[src/rtl/prim_alert_sender_mux.sv]
// rtl/prim_alert_sender_mux.sv - multiplexes several alert channels onto one differential alert link
module prim_alert_sender_mux #(
  parameter int unsigned          NumAlerts     = 4,
  parameter logic [NumAlerts-1:0] IsFatal       = '0,
  parameter int unsigned          TimeoutCycles = 64,
  parameter int unsigned          PauseCycles   = 2,
  localparam int unsigned         IdxW          = (NumAlerts > 1) ? $clog2(NumAlerts) : 1
) (
  input  logic                 clk_i,
  input  logic                 rst_i,
  input  logic [NumAlerts-1:0] alert_req_i,
  input  logic [NumAlerts-1:0] alert_test_i,
  output logic [NumAlerts-1:0] alert_ack_o,
  output logic [NumAlerts-1:0] alert_state_o,
  input  logic                 ping_p_i,
  input  logic                 ping_n_i,
  input  logic                 ack_p_i,
  input  logic                 ack_n_i,
  output logic                 alert_p_o,
  output logic                 alert_n_o,
  output logic [IdxW-1:0]      alert_idx_o,
  output logic                 timeout_o
);

  // A zero pause would make the pause counter wrap; one idle cycle is the floor.
  localparam int unsigned PauseLen = (PauseCycles < 1) ? 1 : PauseCycles;
  localparam int unsigned CntMax   = (TimeoutCycles > PauseLen) ? TimeoutCycles : PauseLen;
  localparam int unsigned CntW     = $clog2(CntMax + 1);
  localparam logic [CntW-1:0] TimeoutLast = CntW'(TimeoutCycles - 1);
  localparam logic [CntW-1:0] PauseLast   = CntW'(PauseLen - 1);

  typedef enum logic [2:0] {
    StIdle     = 3'd0,
    StAlertHs1 = 3'd1,
    StAlertHs2 = 3'd2,
    StPingHs1  = 3'd3,
    StPingHs2  = 3'd4,
    StPause    = 3'd5,
    StSigInt   = 3'd6
  } state_e;

  state_e                 state_q;
  logic                   alert_p_q, alert_n_q;
  logic [IdxW-1:0]        alert_idx_q;
  logic [IdxW-1:0]        last_grant_q;
  logic [CntW-1:0]        cnt_q;
  logic                   timeout_q;

  logic                   ping_p_q, ping_n_q, ping_pp_q, ping_pn_q;
  logic                   ack_p_q, ack_n_q;

  logic [NumAlerts-1:0]   set_q, set_d;
  logic [NumAlerts-1:0]   test_q, test_d;
  logic [NumAlerts-1:0]   ack_q, ack_d;
  logic                   ping_q, ping_d;

  logic                   sigint;
  logic                   ack_level;
  logic                   ping_event;
  logic                   alert_done;
  logic                   ping_done;
  logic                   timeout_hit;
  logic [NumAlerts-1:0]   done_mask;
  logic [NumAlerts-1:0]   pend;
  logic                   grant_valid;
  logic [IdxW-1:0]        grant_idx;
  logic [IdxW-1:0]        cand;

  // Single register stage on both incoming differential pairs plus one history stage for ping.
  always_ff @(posedge clk_i) begin
    if (rst_i) begin
      ping_p_q  <= 1'b0;
      ping_n_q  <= 1'b1;
      ping_pp_q <= 1'b0;
      ping_pn_q <= 1'b1;
      ack_p_q   <= 1'b0;
      ack_n_q   <= 1'b1;
    end else begin
      ping_p_q  <= ping_p_i;
      ping_n_q  <= ping_n_i;
      ping_pp_q <= ping_p_q;
      ping_pn_q <= ping_n_q;
      ack_p_q   <= ack_p_i;
      ack_n_q   <= ack_n_i;
    end
  end

  assign sigint     = (ping_p_q == ping_n_q) || (ack_p_q == ack_n_q);
  assign ack_level  = ack_p_q && (ack_p_q != ack_n_q);
  assign ping_event = (ping_p_q != ping_n_q) && (ping_pp_q != ping_pn_q) && (ping_p_q != ping_pp_q);

  // A handshake completes when the receiver drops ack in phase two, unless integrity failed.
  assign alert_done  = (state_q == StAlertHs2) && !sigint && !ack_level;
  assign ping_done   = (state_q == StPingHs2) && !sigint && !ack_level;
  assign timeout_hit = (TimeoutCycles != 0) && (cnt_q == TimeoutLast);

  // Completion mask for the granted channel.
  always_comb begin
    done_mask = '0;
    if (alert_done) begin
      done_mask[alert_idx_q] = 1'b1;
    end
  end

  // Next-state for the per-channel latches; a request arriving with completion re-latches.
  always_comb begin
    set_d  = alert_req_i | (set_q & ~(done_mask & ~IsFatal));
    test_d = alert_test_i | (test_q & ~done_mask);
    ack_d  = done_mask & set_q;
    ping_d = ping_event | (ping_q & ~ping_done);
  end

  // Per-channel alert, test and ping latches and the ack pulse register.
  always_ff @(posedge clk_i) begin
    if (rst_i) begin
      set_q  <= '0;
      test_q <= '0;
      ack_q  <= '0;
      ping_q <= 1'b0;
    end else begin
      set_q  <= set_d;
      test_q <= test_d;
      ack_q  <= ack_d;
      ping_q <= ping_d;
    end
  end

  assign pend = set_q | test_q | alert_req_i | alert_test_i;

  // Round-robin pick of the first pending channel after the last grant.
  always_comb begin
    grant_valid = 1'b0;
    grant_idx   = '0;
    cand        = '0;
    for (int k = 0; k < int'(NumAlerts); k++) begin
      cand = IdxW'((int'(last_grant_q) + 1 + k) % int'(NumAlerts));
      if (!grant_valid && pend[cand]) begin
        grant_valid = 1'b1;
        grant_idx   = cand;
      end
    end
  end

  // Handshake sequencer with registered link outputs, index and timeout flag.
  always_ff @(posedge clk_i) begin
    if (rst_i) begin
      state_q      <= StIdle;
      alert_p_q    <= 1'b0;
      alert_n_q    <= 1'b1;
      alert_idx_q  <= '0;
      last_grant_q <= IdxW'(NumAlerts - 1);
      cnt_q        <= '0;
      timeout_q    <= 1'b0;
    end else if (sigint && (state_q != StSigInt)) begin
      state_q   <= StSigInt;
      alert_p_q <= 1'b0;
      alert_n_q <= 1'b0;
      cnt_q     <= '0;
    end else begin
      case (state_q)
        StIdle: begin
          cnt_q <= '0;
          if (grant_valid) begin
            state_q      <= StAlertHs1;
            alert_p_q    <= 1'b1;
            alert_n_q    <= 1'b0;
            alert_idx_q  <= grant_idx;
            last_grant_q <= grant_idx;
          end else if (ping_q) begin
            state_q     <= StPingHs1;
            alert_p_q   <= 1'b1;
            alert_n_q   <= 1'b0;
            alert_idx_q <= '0;
          end
        end
        StAlertHs1, StPingHs1: begin
          if (ack_level) begin
            state_q   <= (state_q == StAlertHs1) ? StAlertHs2 : StPingHs2;
            alert_p_q <= 1'b0;
            alert_n_q <= 1'b1;
            cnt_q     <= '0;
          end else if (timeout_hit) begin
            state_q   <= StPause;
            alert_p_q <= 1'b0;
            alert_n_q <= 1'b1;
            timeout_q <= 1'b1;
            cnt_q     <= '0;
          end else begin
            cnt_q <= cnt_q + CntW'(1);
          end
        end
        StAlertHs2, StPingHs2: begin
          if (!ack_level) begin
            state_q <= StPause;
            cnt_q   <= '0;
          end else if (timeout_hit) begin
            state_q   <= StPause;
            timeout_q <= 1'b1;
            cnt_q     <= '0;
          end else begin
            cnt_q <= cnt_q + CntW'(1);
          end
        end
        StPause: begin
          alert_p_q <= 1'b0;
          alert_n_q <= 1'b1;
          if (cnt_q == PauseLast) begin
            state_q     <= StIdle;
            alert_idx_q <= '0;
            cnt_q       <= '0;
          end else begin
            cnt_q <= cnt_q + CntW'(1);
          end
        end
        StSigInt: begin
          if (sigint) begin
            alert_p_q <= ~alert_p_q;
            alert_n_q <= ~alert_p_q;
          end else begin
            state_q     <= StIdle;
            alert_p_q   <= 1'b0;
            alert_n_q   <= 1'b1;
            alert_idx_q <= '0;
            cnt_q       <= '0;
          end
        end
        default: begin
          state_q     <= StIdle;
          alert_p_q   <= 1'b0;
          alert_n_q   <= 1'b1;
          alert_idx_q <= '0;
          cnt_q       <= '0;
        end
      endcase
    end
  end

  assign alert_p_o     = alert_p_q;
  assign alert_n_o     = alert_n_q;
  assign alert_idx_o   = alert_idx_q;
  assign timeout_o     = timeout_q;
  assign alert_state_o = set_q;
  assign alert_ack_o   = ack_q;

endmodule
[config.mk]
export PLATFORM = sky130hd
export DESIGN_NAME = prim_alert_sender_mux
export DESIGN_NICKNAME = d
export VERILOG_FILES = /design/src/rtl/prim_alert_sender_mux.sv
export SDC_FILE = /design/constraint.sdc
export NUM_CORES = 1
export LEC_CHECK = 0
export ABC_AREA = 1
export BUFFER_PORTS_ARGS = -buffer_cell sky130_fd_sc_hd__buf_4
export CELL_PAD_IN_SITES_DETAIL_PLACEMENT = 1
export CELL_PAD_IN_SITES_GLOBAL_PLACEMENT = 1
export CORE_UTILIZATION = 41
export DETAILED_ROUTE_END_ITERATION = 7
export PLACE_DENSITY_LB_ADDON = 0.1
export SKIP_LAST_GASP = 1
export SLEW_MARGIN = 30
export SYNTH_ARGS = -nofsm -noshare
export SYNTH_HDL_FRONTEND = slang
export SYNTH_SLANG_ARGS = --single-unit
[constraint.sdc]
create_clock -name clk_i -period 4.15 [get_ports clk_i]
set_input_delay 0.83 -clock clk_i [delete_from_list [all_inputs] [get_ports clk_i]]
set_output_delay 0.83 -clock clk_i [all_outputs]
set_load 0.005 [all_outputs]
==> metrics.log, run 1 <==
INFO  metric wl_per_cell = 13.3 microns
INFO  metric critical_path_arrival = 2270 ps
INFO  metric yosysUniqueCellTypes = 39
INFO  metric via_count = 1,953
INFO  metric ys_async_sr_fraction = 0
INFO  metric mappedNetlistArea = 2060 sq um
INFO  metric netlist_top_cells_count = sky130_fd_sc_hd__nand2_1 (50), sky130_fd_sc_hd__nor2_1 (44), sky130_fd_sc_hd__dfxtp_1 (36)
INFO  metric syn_nets = 311
INFO  metric timing.slew.headroom = 0.586
INFO  metric cts_made_buffers = 5
INFO  metric vias_per_cell = 4.99
INFO  metric final_net_count = 340
INFO  metric placement.cell_area = 2310 sq um
INFO  metric port-buffer-count = 26
INFO  metric post-synth-top-area-cell = sky130_fd_sc_hd__dfxtp_1
INFO  metric groute.usage.overall = 0.221
INFO  metric worst-endpoint-required = 4380 ps
INFO  metric post-synth-top-count-cell = sky130_fd_sc_hd__nand2_1
INFO  metric maxCapViolCount = 0
INFO  metric synth_adder_area_share = 0.0182
INFO  metric unrepaired_setup_endpoints_after_global_routing = no
INFO  metric nFillCells = 659
INFO  metric final_cell_count_no_fill = 391
INFO  metric synthFlopType = sky130_fd_sc_hd__dfxtp_1
INFO  metric cts_resized = 0
INFO  metric synth_mux_area_frac = 0
INFO  metric maximum_fanout_encountered_on_the_critical_timing_path = 5
INFO  metric syn2layout_area_growth = 17.5%
INFO  metric xor_xnor_cell_area_share_of_the_yosys_netlist = 0.0213
INFO  metric power_per_cell_area = 405 nW/um^2
INFO  metric yosys_register_bits = 36
INFO  metric grt_start_max_net_pins = 21
INFO  metric num_io_pins = 27
INFO  metric mapped_cells = 294
INFO  metric synth_simple_gate_area_share = 0.378
INFO  metric synth-compound-area-share = 0.137
INFO  metric place.gp.congestion = 0.819
INFO  metric die_width = 72.9 microns
INFO  metric finalSetupViolations = 0
INFO  metric crit_type = primary input to flop
INFO  metric synth.avg_cell_area = 7.00 sq um
INFO  metric grt_pass1_vias = 1,918
INFO  metric combinational_family_with_the_most_area_after_synthesis = simple AND/OR/NAND/NOR gates
INFO  metric std_cell_rows = 25
INFO  metric cts_tree = yes
INFO  metric rrSetupSlack = 2170 ps
INFO  metric cellLeakagePower = 1.12 nW
INFO  metric clock-sinks = 36
INFO  metric worstSetupEndpointType = flop
INFO  metric cts_post_setup_buffers_inserted = 0
INFO  metric placed_cells = 383
INFO  metric route.detailed.drc = 0
INFO  metric depth_of_the_cts_h_tree = 2
INFO  metric hold_violations = 0
INFO  metric drt_pre_antenna_iters = 4
INFO  metric detailed_place_hpwl = 4.11 mm
INFO  metric synth_warnings = 0
INFO  metric final_ant_viol_nets = 0
INFO  metric routed_wl = 5.21 mm
INFO  metric finalClockSkew = 9.92 ps
INFO  metric worstSkewPairLatency = 290 ps
INFO  metric number_of_antenna_violations_at_the_first_check_in_global_routing = 0
INFO  metric core_area = 4790 sq um
INFO  metric clockBufferDepth = 2
INFO  metric initial_utilization = 0.430
INFO  metric cts_hold_repair.buffers = 0
INFO  metric die_h = 72.9 microns
INFO  metric max_freq = 0.490 GHz
INFO  metric finalCritPeriodShare = 0.492
INFO  metric timing.critical_path.from_type = primary input
INFO  metric clk_root_buffer_cell = sky130_fd_sc_hd__clkbuf_8
INFO  metric diodes = 0
INFO  metric full_die_area = 5310 sq um
INFO  metric time_the_worst_path_needs_with_i_o_delays_and_setup = 2040 ps
INFO  metric post_route_cells_drive_above_1_share = 0.241
INFO  metric setup-tns-final = 0 ps
INFO  metric hp-class = flop to flop
INFO  metric synth_enable_flop_cells = 0
INFO  metric power.ir.vdd_worst = 298 uV
INFO  metric final_cell_area = 2420 sq um
INFO  metric outcome = finished, final reports clean
INFO  metric timing.final.max_slew_violations = 0
INFO  metric cts.reportedPaths.clkPinSlew = 70 ps
INFO  metric power.total = 0.979 mW
INFO  metric drt-initial-drc-count = 71
INFO  metric synthTopCellsByArea = sky130_fd_sc_hd__dfxtp_1 (35%), sky130_fd_sc_hd__nand2_1 (9.1%), sky130_fd_sc_hd__nor2_1 (8.0%)
INFO  metric tightestPinTransition = 620 ps
INFO  metric wire_length_of_the_first_global_routing_pass = 8.83 mm
INFO  metric ys_seq_area_frac = 0.350
INFO  metric synthDominantCellAreaShare = 0.350
INFO  metric grt.overflow.total = 0
INFO  metric fin_util = 0.505
through the flow:
stage	worst slack, ps	hold WS (ps)
after floorplan	2210	442
after global placement	1890	446
after detailed placement	1800	452
after CTS	2110	471
after global routing	1980	495
final	2110	465
cell type report:
type,count,area (sq um),area share
sequential,36,721,0.298
clock inverter,3,42.5,0.0176
multi-input combinational,211,1140,0.472
inverter,43,166,0.0688
tap,67,83.8,0.0347
clock buffer,5,68.8,0.0285
timing repair buffer,26,195,0.0807
flip-flops by register name, indices dropped and copies added (netlist names), 2 cells and up:
register	cells
cnt_q	7
alert_idx_o	2
state_q	3
last_grant_q	2
alert_ack_o	4
alert_state_o	4
test_q	4
cell families after synthesis:
group | count (synthesis)
buf+inv | 47
simple gates | 160
compound gates | 46
fa+ha+maj | 3
xor+xnor | 2
flops | 36
path summary, 6_finish.rpt:
kind / startpoint / endpoint / cells after the start
worst min register to register: alert_n_o$_SDFFE_PP1P_ / alert_n_o$_SDFFE_PP1P_ / 2
worst min-delay path: alert_n_o$_SDFFE_PP1P_ / alert_n_o$_SDFFE_PP1P_ / 2
worst max register to register: last_grant_q[0]$_SDFFE_PP1P_ / alert_idx_o[0]$_SDFFE_PP0P_ / 10
worst max-delay path: alert_test_i[0] / alert_idx_o[0]$_SDFFE_PP0P_ / 12
power breakdown:
| group | internal, mW | switching (mW) | total [mW] |
|---|---|---|---|
| Combinational | 0.0969 | 0.169 | 0.266 |
| Sequential | 0.368 | 0.0307 | 0.399 |
| Clock | 0.178 | 0.136 | 0.314 |
| Total | 0.643 | 0.336 | 0.979 |
routing by layer:
| metal | wire [microns] | vias to the layer above | GRT usage |
|---|---|---|---|
| met5 | 0 | - | 0 |
| met3 | 167 | 4 | 0.0456 |
| met4 | 44 | 0 | 0.0654 |
| met1 | 2710 | 906 | 0.313 |
| met2 | 2290 | 32 | 0.337 |
| li1 | - | 1011 | - |
layout by cell type, fill, tap and decap left out, types with 2 or more instances in the layout:
cell type,instances
sky130_fd_sc_hd__nand2_1,50
sky130_fd_sc_hd__nor2_1,44
sky130_fd_sc_hd__dfxtp_1,36
sky130_fd_sc_hd__inv_1,32
sky130_fd_sc_hd__buf_4,26
sky130_fd_sc_hd__nand3_1,25
sky130_fd_sc_hd__o21ai_0,13
sky130_fd_sc_hd__a21oi_1,12
sky130_fd_sc_hd__nand2_2,10
sky130_fd_sc_hd__inv_2,8
sky130_fd_sc_hd__nor2_2,6
sky130_fd_sc_hd__o21ai_1,6
sky130_fd_sc_hd__nand3_2,5
sky130_fd_sc_hd__nand4_1,5
sky130_fd_sc_hd__clkbuf_8,5
sky130_fd_sc_hd__o211ai_1,4
sky130_fd_sc_hd__nor2_4,3
sky130_fd_sc_hd__nor3_1,3
sky130_fd_sc_hd__or2_2,3
sky130_fd_sc_hd__ha_1,3
sky130_fd_sc_hd__clkinv_1,2
sky130_fd_sc_hd__nand3b_1,2
sky130_fd_sc_hd__nor4_1,2
sky130_fd_sc_hd__a21oi_2,2
critical path: stages:
cell and delay [ps]:
sky130_fd_sc_hd__buf_4 110, sky130_fd_sc_hd__nor2_1 190, sky130_fd_sc_hd__nand3_1 180, sky130_fd_sc_hd__nand2_2 140, sky130_fd_sc_hd__nand2_1 70, sky130_fd_sc_hd__nand2_2 90
sky130_fd_sc_hd__nand2_2 60, sky130_fd_sc_hd__nor2_4 100, sky130_fd_sc_hd__nand4_2 150, sky130_fd_sc_hd__nand2_1 140, sky130_fd_sc_hd__nand2_1 70, sky130_fd_sc_hd__a21oi_2 130
Note: power is estimated with default switching activity, not from simulation.
==> run 2, diff against run 1 <==
- clock period: 4.15 -> 1.9 ns (I/O delays scaled with it)
==> run 2 against run 1 <==
Sequential cell count unchanged. Count of clock-buffer cells in the layout unchanged. Core utilization up 2.2 points. Critical path depth unchanged. Sequential share of layout area down 1.0 points. Global-route usage up 1.0 points. Sequential power up 120%. Combinational power up 140%. Worst setup slack worse by 2000 ps. Routed wire length up 6.1%.
==> metrics.log, run 2 (synthesized netlist as in run 1, its figures left out) <==
INFO  metric std_cell_rows = 25 (unchanged)
INFO  metric maxCapViolCount = 0 (unchanged)
INFO  metric post_route_cells_drive_above_1_share = 0.289 (+0.0484)
INFO  metric timing.critical_path.mode_cell = sky130_fd_sc_hd__inv_1
INFO  metric cellLeakagePower = 1.16 nW (+3.4%)
INFO  metric core_area = 4790 sq um (unchanged)
INFO  metric grt.overflow.total = 0 (unchanged)
INFO  metric pwr-share-comb = 0.307 (+0.036)
INFO  metric outcome = finished, final reports clean
INFO  metric num_io_pins = 27 (unchanged)
INFO  metric wire_length_of_the_first_global_routing_pass = 9.27 mm (+5.0%)
INFO  metric crit_type = flop to flop
INFO  metric number_of_antenna_violations_at_the_first_check_in_global_routing = 0 (unchanged)
INFO  metric cell_internal_pwr = 1.30 mW (+100%)
INFO  metric finalWorstSetupSlack = 155 ps (-1950 ps)
INFO  metric power.ir.vdd_worst = 375 uV (+26%)
INFO  metric route.detailed.drc = 0 (unchanged)
INFO  metric pwr-share-seq = 0.415 (+0.007)
INFO  metric initial_utilization = 0.430 (unchanged)
INFO  metric wl_per_cell = 13.9 microns (+4.0%)
INFO  metric critical_path_arrival = 1950 ps (-320 ps)
INFO  metric timing.final.max_slew_violations = 0 (unchanged)
INFO  metric detailed_place_hpwl = 4.33 mm (+5.5%)
INFO  metric seqCellArea = 726 sq um (+0.69%)
INFO  metric clockBufferDepth = 2 (unchanged)
INFO  metric setup-tns-final = 0 ps (unchanged)
INFO  metric via_count = 2,020 (+3.4%)
INFO  metric full_die_area = 5310 sq um (unchanged)
INFO  metric rrSetupSlack = 160 ps (-2010 ps)
INFO  metric cp_num_buf_inv = 5 (+4)
INFO  metric final_cell_area = 2520 sq um (+4.3%)
INFO  metric hp-class = primary input to flop
INFO  metric cts_made_buffers = 5 (unchanged)
INFO  metric mostFrequentLayoutCells = sky130_fd_sc_hd__nand2_1 (47), sky130_fd_sc_hd__nor2_1 (42), sky130_fd_sc_hd__buf_4 (33), sky130_fd_sc_hd__inv_1 (32), sky130_fd_sc_hd__dfxtp_1 (32)
INFO  metric unrepaired_setup_endpoints_after_global_routing = no
INFO  metric cts_hold_repair.buffers = 0 (unchanged)
INFO  metric routed_wl = 5.53 mm (+6.1%)
INFO  metric reg2reg_from = ack_n_q$_SDFF_PP1_
INFO  metric worstSkewPairLatency = 300 ps (about the same)
INFO  metric hp-start = ping_n_i
INFO  metric hold_violations = 0 (unchanged)
INFO  metric timing.critical_path.max_delay_family = simple AND/OR/NAND/NOR gates
INFO  metric timing.critical_path.from_type = flop
INFO  metric placement.cell_area = 2340 sq um (+1.5%)
INFO  metric pre_cts_ws = 21.4 ps (-1780 ps)
INFO  metric finalSetupViolations = 0 (unchanged)
INFO  metric cts.reportedPaths.clkPinSlew = 90 ps (+20 ps)
INFO  metric final_cell_count_no_fill = 399 (+2.0%)
INFO  metric max_freq = 0.573 GHz
INFO  metric min_path_cells = 2 (unchanged)
INFO  metric maximum_fanout_encountered_on_the_critical_timing_path = 5 (unchanged)
INFO  metric cts_tree = yes
INFO  metric diodes = 0 (unchanged)
INFO  metric clock-sinks = 36 (unchanged)
INFO  metric groute.usage.overall = 0.231 (+0.0100)
INFO  metric die_width = 72.9 microns (unchanged)
INFO  metric port-buffer-count = 26 (unchanged)
INFO  metric switching_share = 0.373 (+0.0296)
INFO  metric multi_input_comb_area = 1190 sq um (+3.9%)
INFO  metric timing.slew.headroom = 0.749 (+0.163)
INFO  metric grt_pass1_vias = 1,932 (+0.73%)
INFO  metric place.gp.congestion = 0.835 (+1.9%)
INFO  metric final_net_count = 348 (+2.4%)
INFO  metric syn2layout_area_growth = 22.6%
INFO  metric vias_per_cell = 5.06 (+1.4%)
INFO  metric drt_pre_antenna_iters = 4 (unchanged)
INFO  metric layout.cells.most_common = sky130_fd_sc_hd__nand2_1
INFO  metric placed_cells = 386 (+0.78%)
INFO  metric depth_of_the_cts_h_tree = 2 (unchanged)
INFO  metric clk_root_buffer_cell = sky130_fd_sc_hd__clkbuf_8
INFO  metric worst-endpoint-required = 2100 ps (-2280 ps)
INFO  metric largest-register = cnt_q
INFO  metric flip_flop_count_of_the_largest_register_after_layout = 7 (unchanged)
INFO  metric slowest_stage = sky130_fd_sc_hd__dfxtp_1
INFO  metric drt-initial-drc-count = 55 (-23%)
INFO  metric sw_power = 0.773 mW (+130%)
INFO  metric grt_start_max_net_pins = 21 (unchanged)
INFO  metric nFillCells = 649 (-1.5%)
INFO  metric die_h = 72.9 microns (unchanged)
INFO  metric worstSetupEndpointType = flop
INFO  metric final_ant_viol_nets = 0 (unchanged)
INFO  metric timing.hold.worst_endpoint = ping_n_q$_SDFF_PP1_
INFO  metric tightestPinTransition = 376 ps (-244 ps)
INFO  metric clockPowerShare = 0.278 (-0.043)
INFO  metric time_the_worst_path_needs_with_i_o_delays_and_setup = 1740 ps
INFO  metric r2r_cells = 12 (+2)
INFO  metric path_cells = inv_1, ha_1, nor2_2, nand2_2, nor2_1, inv_1, nor2_4, inv_2, nor3_4, inv_2, o21ai_1, inv_1
INFO  metric power_per_cell_area = 822 nW/um^2 (+100%)
INFO  metric finalClockSkew = 10.4 ps (+0.521 ps)
INFO  metric critPathMaxStageDelay = 320 ps (+130 ps)
INFO  metric r2r-end = test_q[2]$_SDFF_PP0_
INFO  metric finalCritPeriodShare = 0.918
## run 2: cell count changes in the layout (fill, tap and decap cells not counted), sizes merged
cell and change:
clkinvlp +1, buf +8, bufinv -1
## run 2: power groups by stage
stage	clock network [mW]	registers, mW	logic [mW]
2_1_floorplan	0	0.855	0.461
3_3_place_gp	0	0.875	0.603
6_report	0.575	0.861	0.637
3_5_place_dp	0	0.878	0.616
4_1_cts	0.595	0.860	0.620
5_1_grt	0.622	0.866	0.715
## run 2: cell type report
cell class                      count  area share
Timing Repair Buffer               34       0.106
Inverter                           43      0.0660
Clock buffer                        5      0.0273
Clock inverter                      3     0.00942
Tap cell                           67      0.0332
Multi-Input combinational cell    211       0.470
Sequential cell                    36       0.288
## run 2: worst max-delay path by stage
stage                               start  cells after the start  slack [ps]                           to
floorplan           cnt_q[0]$_SDFFE_PP0P_                     12         320        cnt_q[4]$_SDFFE_PP0P_
global placement          alert_test_i[0]                     12          60  alert_idx_o[1]$_SDFFE_PP0P_
detailed placement        alert_test_i[0]                     12          20  alert_idx_o[1]$_SDFFE_PP0P_
CTS                    ack_n_q$_SDFF_PP1_                     12          30         test_q[2]$_SDFF_PP0_
global route        cnt_q[0]$_SDFFE_PP0P_                     12           1        cnt_q[0]$_SDFFE_PP0P_
finish                 ack_n_q$_SDFF_PP1_                     12         160         test_q[2]$_SDFF_PP0_
## run 2: worst reg2reg max path: stages (launching register included)
cell	delay (ps)
sky130_fd_sc_hd__dfxtp_1	320
sky130_fd_sc_hd__inv_1	40
sky130_fd_sc_hd__ha_1	270
sky130_fd_sc_hd__nor2_2	120
sky130_fd_sc_hd__nand2_2	120
sky130_fd_sc_hd__nor2_1	110
sky130_fd_sc_hd__inv_1	80
sky130_fd_sc_hd__nor2_4	190
sky130_fd_sc_hd__inv_2	60
sky130_fd_sc_hd__nor3_4	130
sky130_fd_sc_hd__inv_2	60
sky130_fd_sc_hd__o21ai_1	120
sky130_fd_sc_hd__inv_1	50
## run 2: repair_timing
item,CTS,global route
resized for setup,0,15
setup endpoints to repair,0,20
setup buffers,0,5
## run 2: routing by layer
layer  up-vias  GRT usage  routed length [microns]
li1       1036          -                        -
met1       943      0.330                     2770
met2        33      0.352                     2500
met3         8     0.0428                      186
met4         0     0.0697                       77
met5         -          0                        0
## run 2: metrics by stage
step | utilization | hold WS, ps | total power [mW]
global placement | 0.489 | 451 | 1.48
global route | 0.527 | 255 | 2.20
CTS | 0.509 | 255 | 2.08
detailed placement | 0.489 | 460 | 1.49
finish | 0.527 | 263 | 2.07
floorplan | - | 442 | 1.32
